`config.mk`:
```
export PLATFORM = sky130hd
export DESIGN_NAME = cc_fill_deserializer
export DESIGN_NICKNAME = d
export VERILOG_FILES = /design/src/rtl/cc_pkg.sv /design/src/rtl/cc_fifo.sv /design/src/rtl/cc_fill_deserializer.sv
export SDC_FILE = /design/constraint.sdc
export NUM_CORES = 2
export LEC_CHECK = 0
export BUFFER_PORTS_ARGS = -buffer_cell sky130_fd_sc_hd__buf_2
export CAP_MARGIN = 20
export CORE_MARGIN = 10
export CORE_UTILIZATION = 50
export DETAILED_ROUTE_END_ITERATION = 10
export GPL_ROUTABILITY_DRIVEN = 0
export PLACE_DENSITY_LB_ADDON = 0.3
export SYNTH_ARGS = -nofsm -noshare
export SYNTH_HDL_FRONTEND = slang
export SYNTH_HIERARCHICAL = 1
export SYNTH_SLANG_ARGS = --single-unit
```
`constraint.sdc`:
```
create_clock -name clk -period 5.6 [get_ports clk]
set_clock_uncertainty 0.15 [all_clocks]
set_input_delay 0.28 -clock clk [delete_from_list [all_inputs] [get_ports clk]]
set_output_delay 0.28 -clock clk [all_outputs]
set_load 0.05 [all_outputs]
```
`src/rtl/cc_pkg.sv`:
```
// Shared cache-controller types, line geometry and address field slicing.
package cc_pkg;

   localparam int CC_LINE_W  = 512;
   localparam int CC_BEAT_W  = 64;
   localparam int CC_BEATS   = 8;
   localparam int CC_ADDR_W  = 32;
   localparam int CC_INDEX_W = 9;
   localparam int CC_TAG_W   = 17;

   typedef logic [CC_ADDR_W-1:0] addr_t;
   typedef logic [2:0]           beat_idx_t;

   typedef enum logic {
      ST_IDLE,
      ST_COLLECT
   } fill_state_e;

   function automatic logic [CC_TAG_W-1:0] get_tag(input addr_t addr);
      return addr[31:15];
   endfunction

   function automatic logic [CC_INDEX_W-1:0] get_index(input addr_t addr);
      return addr[14:6];
   endfunction

   // Critical (first-returned) beat of a WRAP burst.
   function automatic beat_idx_t get_beat(input addr_t addr);
      return addr[5:3];
   endfunction

endpackage

```
`src/rtl/cc_fifo.sv`:
```
// Small synchronous FIFO with registered pointers; head is readable while non-empty.
module cc_fifo #(
   parameter int DATA_WIDTH = 32,
   parameter int DEPTH      = 4
) (
   input  logic                  clk,
   input  logic                  rst_n,
   input  logic                  push,
   input  logic [DATA_WIDTH-1:0] push_data,
   input  logic                  pop,
   output logic [DATA_WIDTH-1:0] head_data,
   output logic                  empty,
   output logic                  full
);

   localparam int PTR_W = $clog2(DEPTH);

   logic [DATA_WIDTH-1:0] mem [DEPTH];
   logic [PTR_W:0]        wr_ptr;
   logic [PTR_W:0]        rd_ptr;

   // NOTE: non-blocking assignments in clocked blocks so every register samples pre-edge values.
   always_ff @(posedge clk) begin
      if (!rst_n) begin
         wr_ptr <= '0;
         rd_ptr <= '0;
      end else begin
         if (push && !full)
            wr_ptr <= wr_ptr + 1'b1;
         if (pop && !empty)
            rd_ptr <= rd_ptr + 1'b1;
      end
   end

   // NOTE: storage is deliberately not reset; the pointers alone define which entries are valid.
   always_ff @(posedge clk) begin
      if (push && !full)
         mem[wr_ptr[PTR_W-1:0]] <= push_data;
   end

   assign head_data = mem[rd_ptr[PTR_W-1:0]];
   assign empty     = (wr_ptr == rd_ptr);
   assign full      = (wr_ptr[PTR_W] != rd_ptr[PTR_W]) &&
                      (wr_ptr[PTR_W-1:0] == rd_ptr[PTR_W-1:0]);

endmodule

```
`src/rtl/cc_fill_deserializer.sv`:
```
// Reassembles critical-word-first 8-beat R bursts into cache lines for the SRAM write port.
module cc_fill_deserializer
   import cc_pkg::*;
#(
   parameter int ADDR_FIFO_DEPTH = 4,
   parameter int INDEX_WIDTH     = CC_INDEX_W,
   parameter int TAG_WIDTH       = CC_TAG_W
) (
   input  logic                   clk,
   input  logic                   rst_n,
   input  logic                   miss_req_valid_i,
   input  logic [31:0]            miss_req_addr_i,
   output logic                   miss_req_ready_o,
   input  logic [63:0]            mem_rdata_i,
   input  logic                   mem_rlast_i,
   input  logic                   mem_rvalid_i,
   input  logic                   mem_rready_i,
   output logic                   beat_ok_o,
   output logic                   fill_valid_o,
   input  logic                   fill_ready_i,
   output logic [INDEX_WIDTH-1:0] fill_index_o,
   output logic [TAG_WIDTH-1:0]   fill_tag_o,
   output logic [511:0]           fill_data_o,
   output logic                   err_o
);

   addr_t       head_addr;
   logic        fifo_empty;
   logic        fifo_full;

   fill_state_e          state_q, state_d;
   beat_idx_t            cnt_q, cnt_d;
   beat_idx_t            start_q, start_d;
   beat_idx_t            word_sel;
   logic [CC_LINE_W-1:0] stage_q, stage_d;
   logic [CC_LINE_W-1:0] line_merged;

   logic beat_acc;
   logic beat_hit;
   logic last_beat;
   logic out_free;
   logic err_set;

   assign beat_acc  = mem_rvalid_i & mem_rready_i;
   assign beat_hit  = beat_acc & !fifo_empty;
   assign last_beat = beat_hit & (cnt_q == 3'd7);
   assign out_free  = !fill_valid_o | fill_ready_i;

   assign miss_req_ready_o = !fifo_full;
   assign beat_ok_o        = !fifo_empty & !((cnt_q == 3'd7) & fill_valid_o & !fill_ready_i);

   cc_fifo #(
      .DATA_WIDTH(32),
      .DEPTH     (ADDR_FIFO_DEPTH)
   ) u_addr_fifo (
      .clk      (clk),
      .rst_n    (rst_n),
      .push     (miss_req_valid_i & !fifo_full),
      .push_data(miss_req_addr_i),
      .pop      (last_beat),
      .head_data(head_addr),
      .empty    (fifo_empty),
      .full     (fifo_full)
   );

   // Beat 0 takes its start word straight from the FIFO head; later beats use the latched copy.
   assign word_sel = ((state_q == ST_IDLE) ? get_beat(head_addr) : start_q) + cnt_q;

   always_comb begin
      line_merged = stage_q;
      line_merged[word_sel*CC_BEAT_W +: CC_BEAT_W] = mem_rdata_i;
   end

   // NOTE: every always_comb output is defaulted first so no path can infer a latch.
   always_comb begin
      state_d = state_q;
      cnt_d   = cnt_q;
      start_d = start_q;
      stage_d = stage_q;
      if (beat_hit) begin
         stage_d = line_merged;
         cnt_d   = cnt_q + 3'd1;
         if (state_q == ST_IDLE) begin
            start_d = get_beat(head_addr);
            state_d = ST_COLLECT;
         end
         if (cnt_q == 3'd7) begin
            state_d = ST_IDLE;
            cnt_d   = '0;
            stage_d = '0;
         end
      end
   end

   always_ff @(posedge clk) begin
      if (!rst_n) begin
         state_q <= ST_IDLE;
         cnt_q   <= '0;
         start_q <= '0;
         stage_q <= '0;
      end else begin
         state_q <= state_d;
         cnt_q   <= cnt_d;
         start_q <= start_d;
         stage_q <= stage_d;
      end
   end

   // A completed line that finds the output still blocked can only come from a beat forced past
   // beat_ok_o; it is dropped and flagged.
   assign err_set = (beat_acc & fifo_empty)
                  | (beat_hit & (mem_rlast_i != (cnt_q == 3'd7)))
                  | (last_beat & !out_free);

   always_ff @(posedge clk) begin
      if (!rst_n) begin
         fill_valid_o <= 1'b0;
         fill_data_o  <= '0;
         fill_tag_o   <= '0;
         fill_index_o <= '0;
         err_o        <= 1'b0;
      end else begin
         if (last_beat && out_free) begin
            fill_valid_o <= 1'b1;
            fill_data_o  <= line_merged;
            fill_tag_o   <= get_tag(head_addr);
            fill_index_o <= get_index(head_addr);
         end else if (fill_ready_i) begin
            fill_valid_o <= 1'b0;
         end
         if (err_set)
            err_o <= 1'b1;
      end
   end

endmodule

```
# Word level (Yosys, flattened, before mapping)
# Memories as Yosys holds them, arrays and structs flattened. A register that Yosys moved wholly into a read port is not among the register bits.
# Index checks and enable logic that the tools add are counted.
# totals
in_bits	103
reg_bits	1065
mem_count	1
word_cells	59
ramBits	128
# memory_table
memory	depth	word_bits	read_ports	rd_ports_with_merged_regs	wr	line_no	text
u_addr_fifo.mem	4	32	1	1	1	cc_fifo.sv:18	logic [DATA_WIDTH-1:0] mem [DEPTH];
# classes
n_addsub	5
reduce_logical	11
bitwise	13
n_eq_ne	5
n_mux	11
shift	2
# ops
op	n
bitwise mux 512 bit	1
2-to-1 mux 512 bit	1
variable shift 64 x 34 -> 512 bit (first input constant)	1
indexed part select 64 x 34 -> 512 bit	1
negation 9 -> 34 bit	1
AND 1 bit	10
adder 3 x 1 -> 3 bit (second input constant)	3
zero test 1 bit	6
2-to-1 mux 3 bit	2
2-to-1 mux 1 bit	5
logical AND 1 bit	4
2-to-1 mux 2 bit	2
adder 3 bit	1
equality test 3 bit	1
equality test 3 bit (second input constant)	1
bitwise OR 1 bit	3
equality test 2 bit	1
!= test 1 bit	2
nonzero test 2 bit	1

# Depth between registers and ports, before layout
# depth
ltp_word	7
depth_mapped	18
ltp_nobuf	13

# Cells and area by module
# The synthesis kept the hierarchy.
# modules_own_cells
mod	instances	cells_each	area_per_inst_um2	seq_area_each_um2
cc_fill_deserializer	1	4369	40087.2	21200.3
cc_fifo	1	235	5170.0	4003.8

# Worst setup path before layout
# No wires, ideal clock.
# synth_path
kind	flip-flop to flip-flop
startpoint	register with a tool-made name
endpoint	register stage_q[265]
arrival_time_ps	4532
synth_period_minus_slack_ps	4799
path_stages_with_launch	18
path_buffers	5
slack_ps	801
cell_sequence	dfxtp_1 > buf_2 > buf_2 > mux4_2 > mux2_2 > ha_1 > fa_1 > xor2_1 > xnor2_2 > inv_2 > ha_1 > clkbuf_1 > nand2b_1 > or3_1 > o311a_1 > clkbuf_1 > clkbuf_1 > a22o_1
# synth_lines
item	line_no	text
to (signal assigned)	cc_fill_deserializer.sv:105	stage_q <= stage_d;
to (decl)	cc_fill_deserializer.sv:35	logic [CC_LINE_W-1:0] stage_q, stage_d;

==> qor.yml <==
slew_viol_final: 0
grt_first_pass_wirelength_um: 236000
wirelength_um: 157000
via_per_inst: 6.27
cpMaxStageDelayCell: "o311a_4"
postSynthAreaPerCell_um2: 9.77
htree_levels: 3
dpl.hpwl_um: 95200
max_freq_mhz: 197
port_buffers: 641
nNetsFinal: 5112
fp.dieArea_mm2: 0.102
use_met3_pct: 7.24
powerDensity_mw_per_mm2: 357
hold_class: "input port to flop"
busiest_layer: "met2"
gr-usage-met2_pct: 45.6
hold_ws_ns: 0.125
worst_r2r_path_depth: 12
cts-resized-gates: 0
area_growth_pct: 19.9
tightest_slew_ns: 1.16
worstPathCellList: "mux4_2, mux2_2, ha_4, fa_1, xor2_1, xnor2_2, inv_2, ha_1, nand2b_1, or3_1, o311a_4, a22o_1"
ioPinCount: 645
post_cts_buffers: 0
worstSetupStartpointType: "flop"
drc: 0
grt.total_usage_pct: 29.2
outcome: "finished clean"
path_clk_slew_ns: 0.07
leakage_uw: 0.0206
cts_inserted_buffers: 119
crit_path_end_kind: "flop"
setup_ws_ns: 0.521
min_path_cells: 2
grt_max_degree: 198
vias: 39300
peakVddDrop_uv: 326
yosys_warnings: 6
relSlewSlack_pct: 22.6
cts_tree: "done"
coreArea_mm2: 0.0886
die_x_um: 319
rsz0062_at_grt: "no"
cts-root-buf: "clkbuf_16"
synth_fp_nets: 4704
netlist_area_mm2: 0.0448
first_pass_iters: 5
required_ns: 6.06
cts.sinks: 1183
fin_crit_ns: 5.08
crit_arrival_ns: 5.54
drive_gt1_share_pct: 19.0
grt_use_met1_pct: 38.1
clock_latency_ns: 0.75
cap_violations: 0
cp_max_fo: 64
most-common-layout-cells: "1,066 x dfxtp_1, 710 x nor2_1, 640 x buf_2"
hold_viol_final: 0
start_util_pct: 50.6
grt_pass1_vias: 37200
setup_viol: 0
rows: 109
fin_tns_setup_ns: 0
dieHeight_um: 319
nFillCells: 7409
drt_iter0_drc: 4645
drtAntennaViolNets: 0
grt-ovfl-total: 0
slowest_delay_ns: 0.70
final_common_cell: "dfxtp_1"
antenna_found_initial: 9
wl_per_cell_um: 25.1
path_class: "flop to flop"
holdBufCountCts: 99
clock_path_buffers: 3
synthCells: 4589
min_period_over_period_pct: 90.7
post-place-ws_ns: 0.595
registers in the layout, summed over array words and instances (netlist names), 3 cells and up, named ones only:
name / count
fill_index_o: 9
cnt_q: 3
u_addr_fifo/wr_ptr: 3
fill_data_o: 512
stage_q: 512
start_q: 3
u_addr_fifo/rd_ptr: 3
fill_tag_o: 17
u_addr_fifo/mem: 116
stage by stage:
step           cells  util (%)  area [µm²]  total power [µW]
2_1_floorplan   4589         -       44800             10300
3_3_place_gp    5941      54.8       48600             10900
3_5_place_dp    5942      54.8       48600             11000
4_1_cts         6265      60.6       53700             19200
5_1_grt         6270      60.6       53700             19700
6_report        6274      60.6       53700             19200
layer usage:
layer | up-vias | share of wire [%]
met5 | - | 0.0083
met4 | 2 | 4.6
met3 | 360 | 9.7
met2 | 2056 | 45
met1 | 19200 | 41
li1 | 17700 | -
path summary, 6_finish.rpt:
kind,startpoint,end,slack (ns)
min,miss_req_addr_i[26],u_addr_fifo/mem[0][26]$_DFFE_PP_,0.12
max reg2reg,flop,stage_q[296]$_SDFFE_PN0P_,0.52
max,flop,stage_q[296]$_SDFFE_PN0P_,0.52
min reg2reg,fill_tag_o[0]$_SDFFE_PN0P_,fill_tag_o[0]$_SDFFE_PN0P_,0.31
area by class of cell:
class	count	area (µm²)	share of cell area, %
multi-input cells	2872	18100	33.7
diodes	9	22.5	0.0419
clock inverters	39	544	1.01
well taps	1165	1460	2.71
flip-flops and latches	1183	24800	46.2
clock buffers	185	3590	6.68
inverters	13	56.3	0.105
repair buffers	808	5110	9.51
power by group:
part | internal (µW) | switching, µW | leakage, µW
clock | 4840 | 3470 | 0.00202
sequential | 8690 | 57.9 | 0.00966
combinational | 581 | 1550 | 0.00893
total | 14100 | 5080 | 0.0206
worst max-delay path: cells and delay by family, from the launching register on:
family | cells | cell delay [ns]
xor gates and xnor gates | 2 | 0.48
AOI/OAI and AO/OA | 2 | 1.10
buffers and inverters | 1 | 0.16
and+or+nand+nor | 2 | 0.70
adders and majority gates | 3 | 1.09
muxes | 2 | 0.83
DFF | 1 | 0.36
No activity file was read; power rests on OpenSTA's default activity.
